## config.mk

```make
export PLATFORM = sky130hd
export DESIGN_NAME = mips_mc_control_fsm
export DESIGN_NICKNAME = d
export VERILOG_FILES = /design/src/rtl/mips_mc_control_fsm.sv
export SDC_FILE = /design/constraint.sdc
export NUM_CORES = 1
export LEC_CHECK = 0
export CORE_AREA = 2 2 39 41
export CTS_BUF_LIST = sky130_fd_sc_hd__clkbuf_2
export CTS_CLUSTER_DIAMETER = 200
export CTS_CLUSTER_SIZE = 12
export DETAILED_ROUTE_END_ITERATION = 7
export DIE_AREA = 0 0 41 43
export PLACE_DENSITY_LB_ADDON = 0.25
export REMOVE_ABC_BUFFERS = 1
export SLEW_MARGIN = 40
export SYNTH_ARGS = -nofsm -noshare
export SYNTH_HDL_FRONTEND = slang
export SYNTH_SLANG_ARGS = --single-unit
```

## constraint.sdc

```tcl
create_clock -name clk -period 4.6 [get_ports clk]
set_input_delay 1.15 -clock clk [delete_from_list [all_inputs] [get_ports clk]]
set_output_delay 1.15 -clock clk [all_outputs]
set_load 0.02 [all_outputs]
```

## src/rtl/mips_mc_control_fsm.sv

```systemverilog
// -----------------------------------------------------------------------------
// mips_mc_control_fsm
//
// Main control unit for a multicycle MIPS datapath. A Moore FSM steps through
// fetch, decode, execute, memory and writeback. It drives every datapath
// select and enable. Fetch and load/store states wait on a memory-ready
// handshake.
//
// Optional feature (macro BNE_EN):
//   When defined, opcode 000101 (bne) decodes to state BNE(12).
//   When undefined, that opcode is dropped like any unknown op, encoding 12 is
//   unused, and branch_ne is tied to 0. The branch_ne port exists in both
//   builds.
//
// Parameters:
//   STATE_W   width of the state register and of state_dbg (must be >= 4)
//
// Ports:
//   clk        rising-edge clock
//   rst_n      asynchronous active-low reset (state -> FETCH)
//   op         opcode field of the instruction register, instr[31:26]
//   mem_ready  memory has completed the current access this cycle
//   pcwrite    unconditional PC load
//   branch     PC load if ALU zero (beq)
//   branch_ne  PC load if ALU not-zero (bne)
//   iord       memory address select: 0=PC, 1=ALUOut
//   memwrite   memory write strobe
//   irwrite    instruction register load
//   regdst     write-reg select: 0=rt, 1=rd
//   memtoreg   write-data select: 0=ALUOut, 1=MDR
//   regwrite   register file write enable
//   alusrca    ALU A select: 0=PC, 1=A reg
//   alusrcb    ALU B select: 00=B reg, 01=4, 10=sign_imm, 11=sign_imm<<2
//   aluop      00=add, 01=sub, 10=funct-decoded
//   pcsrc      00=ALU result, 01=ALUOut, 10=jump target
//   state_dbg  current state encoding
// -----------------------------------------------------------------------------
module mips_mc_control_fsm #(
    parameter int STATE_W = 4
) (
    input  logic               clk,
    input  logic               rst_n,
    input  logic [5:0]         op,
    input  logic               mem_ready,
    output logic               pcwrite,
    output logic               branch,
    output logic               branch_ne,
    output logic               iord,
    output logic               memwrite,
    output logic               irwrite,
    output logic               regdst,
    output logic               memtoreg,
    output logic               regwrite,
    output logic               alusrca,
    output logic [1:0]         alusrcb,
    output logic [1:0]         aluop,
    output logic [1:0]         pcsrc,
    output logic [STATE_W-1:0] state_dbg
);

    // State encodings
    localparam logic [STATE_W-1:0] S_FETCH   = STATE_W'(0);
    localparam logic [STATE_W-1:0] S_DECODE  = STATE_W'(1);
    localparam logic [STATE_W-1:0] S_MEMADR  = STATE_W'(2);
    localparam logic [STATE_W-1:0] S_MEMRD   = STATE_W'(3);
    localparam logic [STATE_W-1:0] S_MEMWB   = STATE_W'(4);
    localparam logic [STATE_W-1:0] S_MEMWR   = STATE_W'(5);
    localparam logic [STATE_W-1:0] S_EXECUTE = STATE_W'(6);
    localparam logic [STATE_W-1:0] S_ALUWB   = STATE_W'(7);
    localparam logic [STATE_W-1:0] S_BRANCH  = STATE_W'(8);
    localparam logic [STATE_W-1:0] S_ADDIEX  = STATE_W'(9);
    localparam logic [STATE_W-1:0] S_ADDIWB  = STATE_W'(10);
    localparam logic [STATE_W-1:0] S_JUMP    = STATE_W'(11);
`ifdef BNE_EN
    localparam logic [STATE_W-1:0] S_BNE     = STATE_W'(12);
`endif

    // Opcodes
    localparam logic [5:0] OP_RTYPE = 6'b000000;
    localparam logic [5:0] OP_J     = 6'b000010;
    localparam logic [5:0] OP_BEQ   = 6'b000100;
`ifdef BNE_EN
    localparam logic [5:0] OP_BNE   = 6'b000101;
`endif
    localparam logic [5:0] OP_ADDI  = 6'b001000;
    localparam logic [5:0] OP_LW    = 6'b100011;
    localparam logic [5:0] OP_SW    = 6'b101011;

    logic [STATE_W-1:0] state;
    logic [STATE_W-1:0] next_state;

    // ------------------------------------------------------------------
    // State register
    // ------------------------------------------------------------------
    // NOTE: sequential state uses non-blocking (<=) so every flop samples
    // pre-edge values; blocking here would create simulation races.
    always_ff @(posedge clk or negedge rst_n) begin
        if (!rst_n) begin
            state <= S_FETCH;
        end else begin
            state <= next_state;
        end
    end

    // ------------------------------------------------------------------
    // Next-state logic. op is only looked at in DECODE and MEMADR, where
    // the IR is stable because irwrite is low outside FETCH.
    // ------------------------------------------------------------------
    always_comb begin
        // NOTE: default assignment first so no path leaves next_state
        // unassigned, which would otherwise infer a latch.
        next_state = S_FETCH;
        case (state)
            S_FETCH:   next_state = mem_ready ? S_DECODE : S_FETCH;
            S_DECODE: begin
                case (op)
                    OP_LW, OP_SW: next_state = S_MEMADR;
                    OP_RTYPE:     next_state = S_EXECUTE;
                    OP_BEQ:       next_state = S_BRANCH;
                    OP_ADDI:      next_state = S_ADDIEX;
                    OP_J:         next_state = S_JUMP;
`ifdef BNE_EN
                    OP_BNE:       next_state = S_BNE;
`endif
                    default:      next_state = S_FETCH;  // unknown op: drop it
                endcase
            end
            S_MEMADR: begin
                if (op == OP_LW) begin
                    next_state = S_MEMRD;
                end else if (op == OP_SW) begin
                    next_state = S_MEMWR;
                end else begin
                    next_state = S_FETCH;
                end
            end
            S_MEMRD:   next_state = mem_ready ? S_MEMWB : S_MEMRD;
            S_MEMWB:   next_state = S_FETCH;
            S_MEMWR:   next_state = mem_ready ? S_FETCH : S_MEMWR;
            S_EXECUTE: next_state = S_ALUWB;
            S_ALUWB:   next_state = S_FETCH;
            S_BRANCH:  next_state = S_FETCH;
            S_ADDIEX:  next_state = S_ADDIWB;
            S_ADDIWB:  next_state = S_FETCH;
            S_JUMP:    next_state = S_FETCH;
`ifdef BNE_EN
            S_BNE:     next_state = S_FETCH;
`endif
            default:   next_state = S_FETCH;  // unused encodings recover
        endcase
    end

    // ------------------------------------------------------------------
    // Output decode (Moore, apart from the FETCH enables following
    // mem_ready). Write enables are also gated by rst_n so nothing is
    // written while reset is held.
    // ------------------------------------------------------------------
    always_comb begin
        pcwrite   = 1'b0;
        branch    = 1'b0;
        branch_ne = 1'b0;
        iord      = 1'b0;
        memwrite  = 1'b0;
        irwrite   = 1'b0;
        regdst    = 1'b0;
        memtoreg  = 1'b0;
        regwrite  = 1'b0;
        alusrca   = 1'b0;
        alusrcb   = 2'b00;
        aluop     = 2'b00;
        pcsrc     = 2'b00;

        case (state)
            S_FETCH: begin
                alusrcb = 2'b01;
                pcwrite = mem_ready;
                irwrite = mem_ready;
            end
            S_DECODE: begin
                alusrcb = 2'b11;
            end
            S_MEMADR, S_ADDIEX: begin
                alusrca = 1'b1;
                alusrcb = 2'b10;
            end
            S_MEMRD: begin
                iord = 1'b1;
            end
            S_MEMWB: begin
                memtoreg = 1'b1;
                regwrite = 1'b1;
            end
            S_MEMWR: begin
                iord     = 1'b1;
                memwrite = 1'b1;
            end
            S_EXECUTE: begin
                alusrca = 1'b1;
                aluop   = 2'b10;
            end
            S_ALUWB: begin
                regdst   = 1'b1;
                regwrite = 1'b1;
            end
            S_BRANCH: begin
                alusrca = 1'b1;
                aluop   = 2'b01;
                pcsrc   = 2'b01;
                branch  = 1'b1;
            end
            S_ADDIWB: begin
                regwrite = 1'b1;
            end
            S_JUMP: begin
                pcsrc   = 2'b10;
                pcwrite = 1'b1;
            end
`ifdef BNE_EN
            S_BNE: begin
                alusrca   = 1'b1;
                aluop     = 2'b01;
                pcsrc     = 2'b01;
                branch_ne = 1'b1;
            end
`endif
            default: ;  // unused encodings: everything stays 0
        endcase

        // State is already FETCH while rst_n is low; this only suppresses
        // the mem_ready-driven FETCH enables and any other write strobe.
        if (!rst_n) begin
            pcwrite  = 1'b0;
            irwrite  = 1'b0;
            memwrite = 1'b0;
            regwrite = 1'b0;
        end
    end

    assign state_dbg = state;

endmodule
```

Word level (Yosys, flattened, before mapping)
Index checks and enable logic that the tools add are counted.

Flip-flop bits (word level): 4. Bits of input ports: 9. Output and inout port bits: 20. Logic and storage cells: 47.

Equal/unequal tests: 16. Multiplexer cells: 23. Reductions and logical operators: 7.

Operators by type and width (count): 4-bit one-hot mux with 7 select lines (1); 4-bit one-hot mux with 5 select lines (1); 4-bit by 3-bit == test with 1-bit output, second input constant (4); 4-bit == test, second input constant (4); 1-bit 2-to-1 mux (13); 6-bit == test, second input constant (2); 3-bit 2-to-1 mux (4); 4-bit by 2-bit == test with 1-bit output, second input constant (2); 2-bit one-hot mux with 2 select lines (2); 6-bit by 2-bit == test with 1-bit output, second input constant (1); 6-bit by 3-bit == test with 1-bit output, second input constant (1); 6-bit by 4-bit == test with 1-bit output, second input constant (1); 6-bit zero test (1); 2-bit one-hot mux with 3 select lines (1); 2-bit OR reduction (3); 4-bit by 1-bit == test with 1-bit output, second input constant (1); 4-bit zero test (1); 4-bit OR reduction (1); 3-bit OR reduction (1); 1-bit one-hot mux with 2 select lines (1).

Depth between registers and ports, before layout
Gate-level depths: netlist of run 1.

Word-level depth: 4. Gate-level depth with buffers: 5.

Worst setup path before layout of run 1
No wires, ideal clock.

Path kind: in2out. From: input rst_n. To: output memwrite. Arrival: 1.674 ns. Required time: 3.450 ns. Slack: 1.776 ns. Stages: 2. Cells stage by stage: inv_1 -> nor3_1.

Longest elaborated chain between the ends: 1.

RTL lines: start, declared (line 42) `input logic rst_n,`; 1-bit 2-to-1 mux (line 231) `if (!rst_n) begin`; end, declared (line 49) `output logic memwrite,`.

Every way passes these cells.

Final worst setup path of run 1
From: input rst_n. To: output pcwrite.

Longest elaborated chain between the ends: 1.

RTL lines: 1-bit 2-to-1 mux (line 231); end, declared (line 45) `output logic pcwrite,`.

Every way passes these cells.

==> results by group, run 1 <==
Pwr
  – Sequential share of power: 25.3%
  – Clock power share: 9.8%
  – Worst VDD drop: about 0.23 mV
  – P_int: about 0.00018 W
  – Switching share of power: 47.3%
  – Comb pwr share: between 60% and 70%
  – Pleak: 0.298 nW
  – Net Switching: 0.000159 W
  – Pwr/cell area: 428 mW/mm^2

Global route
  – Vias in the first global route: 499
  – All-Layer GR Usage: 16.7%
  – Overflow after GRT: 0
  – Initial antenna violation count: 0
  – Wire length of the first global-routing pass: about 2.1 mm
  – Pin count of the biggest net entering global routing: 22

Timing
  – Fin. max-slew vios: 0
  – Slew headroom: 60.1%
  – Final worst-path cycle share: 83.6%
  – Fmax: 260 MHz
  – Setup TNS: 0 ns
  – Max Clock Skew: ~0.00028 ns
  – RSZ-0062 raised after global routing: false
  – Worst-margin pin slew: 0.598 ns
  – Hold Vio Cnt, Final: 0
  – Min cycle time layout: 3.84 ns
  – Final setup fails: 0

Synth
  – Yosys top cell area share: a little under a fifth
  – Synth cell types: 33
  – Seq/Total Area, Yosys: 18.8%
  – Mean Syn Cell Area: 7.61 sq um
  – Ranking of synthesized cells by area: dfrtp_1 19%, buf_4 5.6%, nor2_1 4.9%
  – Mapped Cells: 70
  – Yosys synthesis warning count: 0
  – Synth area leader: dfrtp_1
  – Mapped cell area: 533 sq um
  – Post-synthesis register bit count: 4

Layout
  – Max reg flops: 4
  – Antenna cell count: 0
  – Layout Cells excl Fill: 108
  – Share of cells above drive strength 1: 5.43%
  – Layout net count: slightly above 100
  – Layout fillers: approximately 140
  – Area Overhead vs Synth: 47.9%

Placement
  – Final HPWL from detailed placement: 940 microns
  – Port-buffer cells: 27
  – DP Cell Count: ~110
  – Routability cong.: 0.772

Route
  – Drt pass-1 iters: 4
  – Residual DRC: 0
  – ANT nets after route: 0
  – Final WL: 1.32 mm
  – DR vias/cell: 5.53
  – DRT iter0 DRCs: 7
  – Via count: ~600
  – WL/cell: 12.2 microns

Floorplanning
  – Initial Utilization: 38.5%
  – Die area: 0.00176 sq mm
  – Ports: 29
  – Die width: between 40 and 50 microns
  – Die height: between 40 and 50 microns
  – Core Box Area: about 0.0014 sq mm
  – Row count: 14

CTS
  – Number of H-tree levels: 1
  – CTS tree: built
  – Post-CTS repair timing setup buffer count: 0
  – Hold Buf Count CTS: 0
  – Clock buffer count from CTS: 3
  – Worst skew pair latency: 0.21 ns
  – Clk sinks: 4
  – Post-CTS Resized: 0
  – Clk slew on worst S/H paths: 0.04 ns
  – CTS root buf: clkbuf_2
  – Clock buffer depth: 2

Worst hold path
  – Hold endpoint: state_dbg[3]$_DFF_PN0_
  – Min-delay worst type: reg -> reg
  – Min-Delay Path Depth: 1
  – Min-delay src: state_dbg[2]$_DFF_PN0_

Critical path
  – WS Path Type: in -> out
  – Reg2reg path depth: 3
  – Largest fanout on the critical path: 8
  – CP arrival: 2.69 ns
  – RR Startpoint: state_dbg[1]$_DFF_PN0_
  – Reg-to-reg endpoint: state_dbg[2]$_DFF_PN0_
  – Critical path capture point type: primary output
  – Startpoint Class: input pin
  – Required @ worst endpoint: 3.45 ns
  – Reg2Reg Setup Slack: 3.05 ns

Status
  – Outcome: completed

Run
  – MaxCap Viol Count: 0
[routing by layer]
layer	up-vias	part of all wire, %	track usage, %	routed length, microns
met1	268	43	22.1	567
met5	-	0	0	0
met3	2	6.1	0	81
li1	301	-	-	-
met2	26	49	25.9	648
met4	0	1.6	10.0	21
[worst max-delay path by stage]
stage | start | end | slack [ns] | cells after the start
after floorplan | state_dbg[2]$_DFF_PN0_ | aluop[0] | 1.39 | 2
after global placement | rst_n | pcwrite | 0.76 | 4
after detailed placement | rst_n | pcwrite | 0.74 | 4
after CTS | rst_n | pcwrite | 0.73 | 4
after global routing | rst_n | pcwrite | 0.66 | 4
final | rst_n | pcwrite | 0.76 | 4
[worst max-delay path, stage by stage]
cell and delay (ns):
clkdlybuf4s50_1 0.64, and3_1 0.23, a21o_1 0.09, clkdlybuf4s50_1 0.59
[cells by family after synthesis]
logic type	Yosys count	share of synthesized area, %
AND/OR/NAND/NOR	34	39.9
AO/OA/AOI/OAI	18	25.8
buffers and inverters	11	11.5
flip-flops	4	18.8
XOR/XNOR	2	3.29
other	1	0.704
[layout by cell type (no fill, tap or decap), drive strengths merged, types with 2 or more instances in the layout]
cell           count
nor2b              4
nand3b             2
a41oi              2
clkdlybuf4s50     27
o2bb2ai            2
or3b               3
and3               2
o21ai              3
a21oi              4
a32oi              2
nor2               7
nor3b              2
inv                3
nand2b             2
nor3               5
dfrtp              4
clkbuf             3
[final cells by class]
type / count / area [sq um] / share of cell area [%]
Clock buffer: 3 / 15.0 / 1.90
Timing Repair Buffer: 27 / 270 / 34.3
Tap cell: 16 / 20.0 / 2.54
Sequential cell: 4 / 100 / 12.7
Inverter: 3 / 11.3 / 1.43
Multi-Input combinational cell: 55 / 372 / 47.1
[power by group through the flow]
stage	Combinational, W	Sequential, W	Clock, W
floorplan	0.000121	0.0000851	0
global placement	0.000219	0.0000847	0
detailed placement	0.000220	0.0000849	0
CTS	0.000221	0.0000850	0.0000335
global route	0.000238	0.0000898	0.0000375
finish	0.000219	0.0000853	0.0000329
[cells in the mapped netlist, drive strengths merged]
cell	instances
xor2	1
a41oi	2
o21ai	3
a21o	1
o32ai	1
nor2	7
nand3	1
xnor2	1
nor2b	4
nand2b	2
or2b	1
or3b	3
o21a	1
and3b	1
dfrtp	4
a311o	1
buf	8
nor3	5
conb	1
nand3b	2
nor4	1
or4	1
a32oi	2
o311ai	1
o2bb2ai	2
nor3b	2
and4bb	1
nand2	1
a21oi	4
inv	3
and3	2
[stage by stage]
stage | utilization, % | total power, W | worst slack (ns) | hold slack (ns) | area (sq um)
after floorplan | - | 0.000206 | 1.39 | 0.814 | 483
after global placement | 55.9 | 0.000304 | 0.758 | 0.821 | 773
after detailed placement | 55.9 | 0.000305 | 0.737 | 0.820 | 773
after CTS | 57.0 | 0.000339 | 0.732 | 0.833 | 788
after global routing | 57.0 | 0.000365 | 0.661 | 0.890 | 788
final | 57.0 | 0.000337 | 0.755 | 0.823 | 788
Note: power is estimated with default switching activity, not from simulation.
==> run 2, diff against run 1 <==
- CORE_AREA: 2 2 39 41 -> not set
- CORE_UTILIZATION: not set -> 39
- DIE_AREA: 0 0 41 43 -> not set
- clock period: 4.6 -> 3.95 ns (I/O delays scaled with it)
==> run 2 against run 1 <==
Net effect:
- die area shrank 14%
- clock skew grew 0.0015 ns
- register-to-register slack got worse by 0.66 ns
- sequential power up 17%
- design area decreased by 0.32%
==> results by group, run 2 (same netlist as run 1, synthesis figures left out) <==
Status
  – Outcome: completed

CTS
  – Clk slew on worst S/H paths: 0.04 ns (about the same)
  – Post-CTS repair timing setup buffer count: 0 (unchanged)
  – Clock buffer count from CTS: 3 (unchanged)
  – Hold Buf Count CTS: 0 (unchanged)
  – Post-CTS Resized: 0 (unchanged)
  – CTS root buf: clkbuf_2
  – Clock buffer depth: 2 (unchanged)
  – Number of H-tree levels: 1 (unchanged)
  – Worst skew pair latency: 0.20 ns (about the same)
  – CTS tree: built
  – Clk sinks: 4 (unchanged)

Timing
  – Final worst-path cycle share: 89.0%
  – Worst-margin pin slew: 0.575 ns (-0.0231 ns)
  – Slew headroom: 61.7% (+1.5 points)
  – Min cycle time layout: 3.52 ns
  – Setup TNS: 0 ns (unchanged)
  – Hold Slack: 0.843 ns (+0.0208 ns)
  – Hold Vio Cnt, Final: 0 (unchanged)
  – Max Clock Skew: 0.00181 ns (+0.00153 ns)
  – RSZ-0062 raised after global routing: false
  – Final setup fails: 0 (unchanged)
  – Fin. max-slew vios: 0 (unchanged)
  – Fmax: 284 MHz

Layout
  – Antenna cell count: 0 (unchanged)
  – Layout Cells excl Fill: 106 (-1.9%)
  – Layout fillers: 114 (-17%)
  – Layout net count: 103 (unchanged)
  – Share of cells above drive strength 1: 5.43% (unchanged)
  – Area Overhead vs Synth: 47.4%
  – Max reg flops: 4 (unchanged)
  – Most common cell after layout, fill and taps aside: clkdlybuf4s50_1
  – Most frequent cells in the layout: 27 x clkdlybuf4s50_1, 7 x nor2_1, 5 x nor3_1

Floorplanning
  – Die height: 39.0 microns (-9.4%)
  – Row count: 12 (-2)
  – Die area: 0.00152 sq mm (-14%)
  – Die width: 39.0 microns (-5.0%)
  – Ports: 29 (unchanged)
  – Initial Utilization: 44.9% (+6.4 points)
  – Core Box Area: 0.00119 sq mm (-14%)

Route
  – ANT nets after route: 0 (unchanged)
  – Final WL: 1.37 mm (+3.9%)
  – Via count: 611 (+2.3%)
  – Residual DRC: 0 (unchanged)
  – Drt pass-1 iters: 4 (unchanged)
  – DR vias/cell: 5.76 (+4.3%)
  – DRT iter0 DRCs: 11 (+4)
  – WL/cell: 12.9 microns (+5.8%)

Global route
  – Pin count of the biggest net entering global routing: 22 (unchanged)
  – Overflow after GRT: 0 (unchanged)
  – All-Layer GR Usage: 21.3% (+4.6 points)
  – Wire length of the first global-routing pass: 2.24 mm (+7.7%)
  – Vias in the first global route: 523 (+4.8%)
  – Initial antenna violation count: 0 (unchanged)

Critical path
  – Crit path buffers/inverters: 2 (unchanged)
  – CP arrival: 2.53 ns (-0.16 ns)
  – CP max stage cell: clkdlybuf4s50_1
  – Cell family with most CP delay: buffers and inverters
  – Required @ worst endpoint: 2.96 ns (-0.49 ns)
  – Largest fanout on the critical path: 8 (unchanged)
  – Startpoint Class: input pin
  – CP max stage delay: 0.64 ns (about the same)
  – Reg2Reg Setup Slack: 2.39 ns (-0.66 ns)
  – Cell mode on critical path: clkdlybuf4s50_1
  – WS Path Type: in -> out
  – Worst-path cell chain: clkdlybuf4s50_1 -> and3_1 -> a21o_1 -> clkdlybuf4s50_1
  – Critical path capture point type: primary output

Pwr
  – Clock power share: 9.0% (-0.8 points)
  – Overall Power: 0.000391 W (+16%)
  – P_int: 0.000207 W (+17%)
  – Pleak: 0.298 nW (unchanged)
  – Sequential share of power: 25.5% (+0.2 points)
  – Net Switching: 0.000183 W (+15%)
  – Comb pwr share: 65.5% (+0.6 points)
  – Worst VDD drop: 0.265 mV (+17%)
  – Switching share of power: 47.0% (-0.31 points)
  – Pwr/cell area: 497 mW/mm^2 (+16%)

Placement
  – DP Cell Count: 103 (-1.9%)
  – Port-buffer cells: 27 (unchanged)
  – Routability cong.: 0.845 (+9.4%)
  – Final HPWL from detailed placement: 965 microns (+2.7%)

Worst hold path
  – Min-delay worst type: reg -> reg

Run
  – MaxCap Viol Count: 0 (unchanged)
==> run 2: worst register-to-register path: stages (launching register included) <==
cell	delay (ns)
dfrtp_1	0.58
or3b_1	0.45
a311o_1	0.37
o21ai_1	0.08
==> run 2: area by class of cell <==
cell class	count	area (sq um)	share of cell area [%]
Timing Repair Buffer	27	270	34.4
Inverter	3	11.3	1.43
Sequential cell	4	100	12.7
Multi-Input combinational cell	55	372	47.3
Tap cell	14	17.5	2.23
Clock buffer	3	15.0	1.91
==> run 2: routing by layer <==
| metal | GRT usage [%] | vias up | part of all wire [%] |
|---|---|---|---|
| met5 | 0 | - | 0 |
| met4 | 7.76 | 0 | 0 |
| met3 | 1.73 | 0 | 5.6 |
| met2 | 37.1 | 30 | 47 |
| met1 | 26.9 | 277 | 47 |
| li1 | - | 304 | - |
==> run 2: worst paths after layout <==
kind | from | endpoint | depth (start not counted)
max | rst_n | pcwrite | 4
min | state_dbg[0]$_DFF_PN0_ | state_dbg[0]$_DFF_PN0_ | 2
max reg2reg | state_dbg[1]$_DFF_PN0_ | state_dbg[2]$_DFF_PN0_ | 3
min reg2reg | state_dbg[0]$_DFF_PN0_ | state_dbg[0]$_DFF_PN0_ | 2
max in group asynchronous | rst_n | state_dbg[2]$_DFF_PN0_ | 1
min in group asynchronous | rst_n | state_dbg[3]$_DFF_PN0_ | 1
==> run 2: power by group through the flow <==
| stage | clock network [W] | logic (W) | registers (W) |
|---|---|---|---|
| 2_1_floorplan | 0 | 0.000141 | 0.0000991 |
| 3_3_place_gp | 0 | 0.000254 | 0.0000992 |
| 3_5_place_dp | 0 | 0.000255 | 0.0000992 |
| 4_1_cts | 0.0000369 | 0.000257 | 0.0000989 |
| 5_1_grt | 0.0000405 | 0.000278 | 0.000105 |
| 6_report | 0.0000352 | 0.000256 | 0.0000994 |
==> run 2: through the flow <==
stage	area [sq um]	setup slack [ns]	utilization, %
after floorplan	483	0.907	-
after global placement	771	0.449	65.0
after detailed placement	771	0.431	65.0
after CTS	786	0.425	66.2
after global routing	786	0.340	66.2
final	786	0.435	66.2
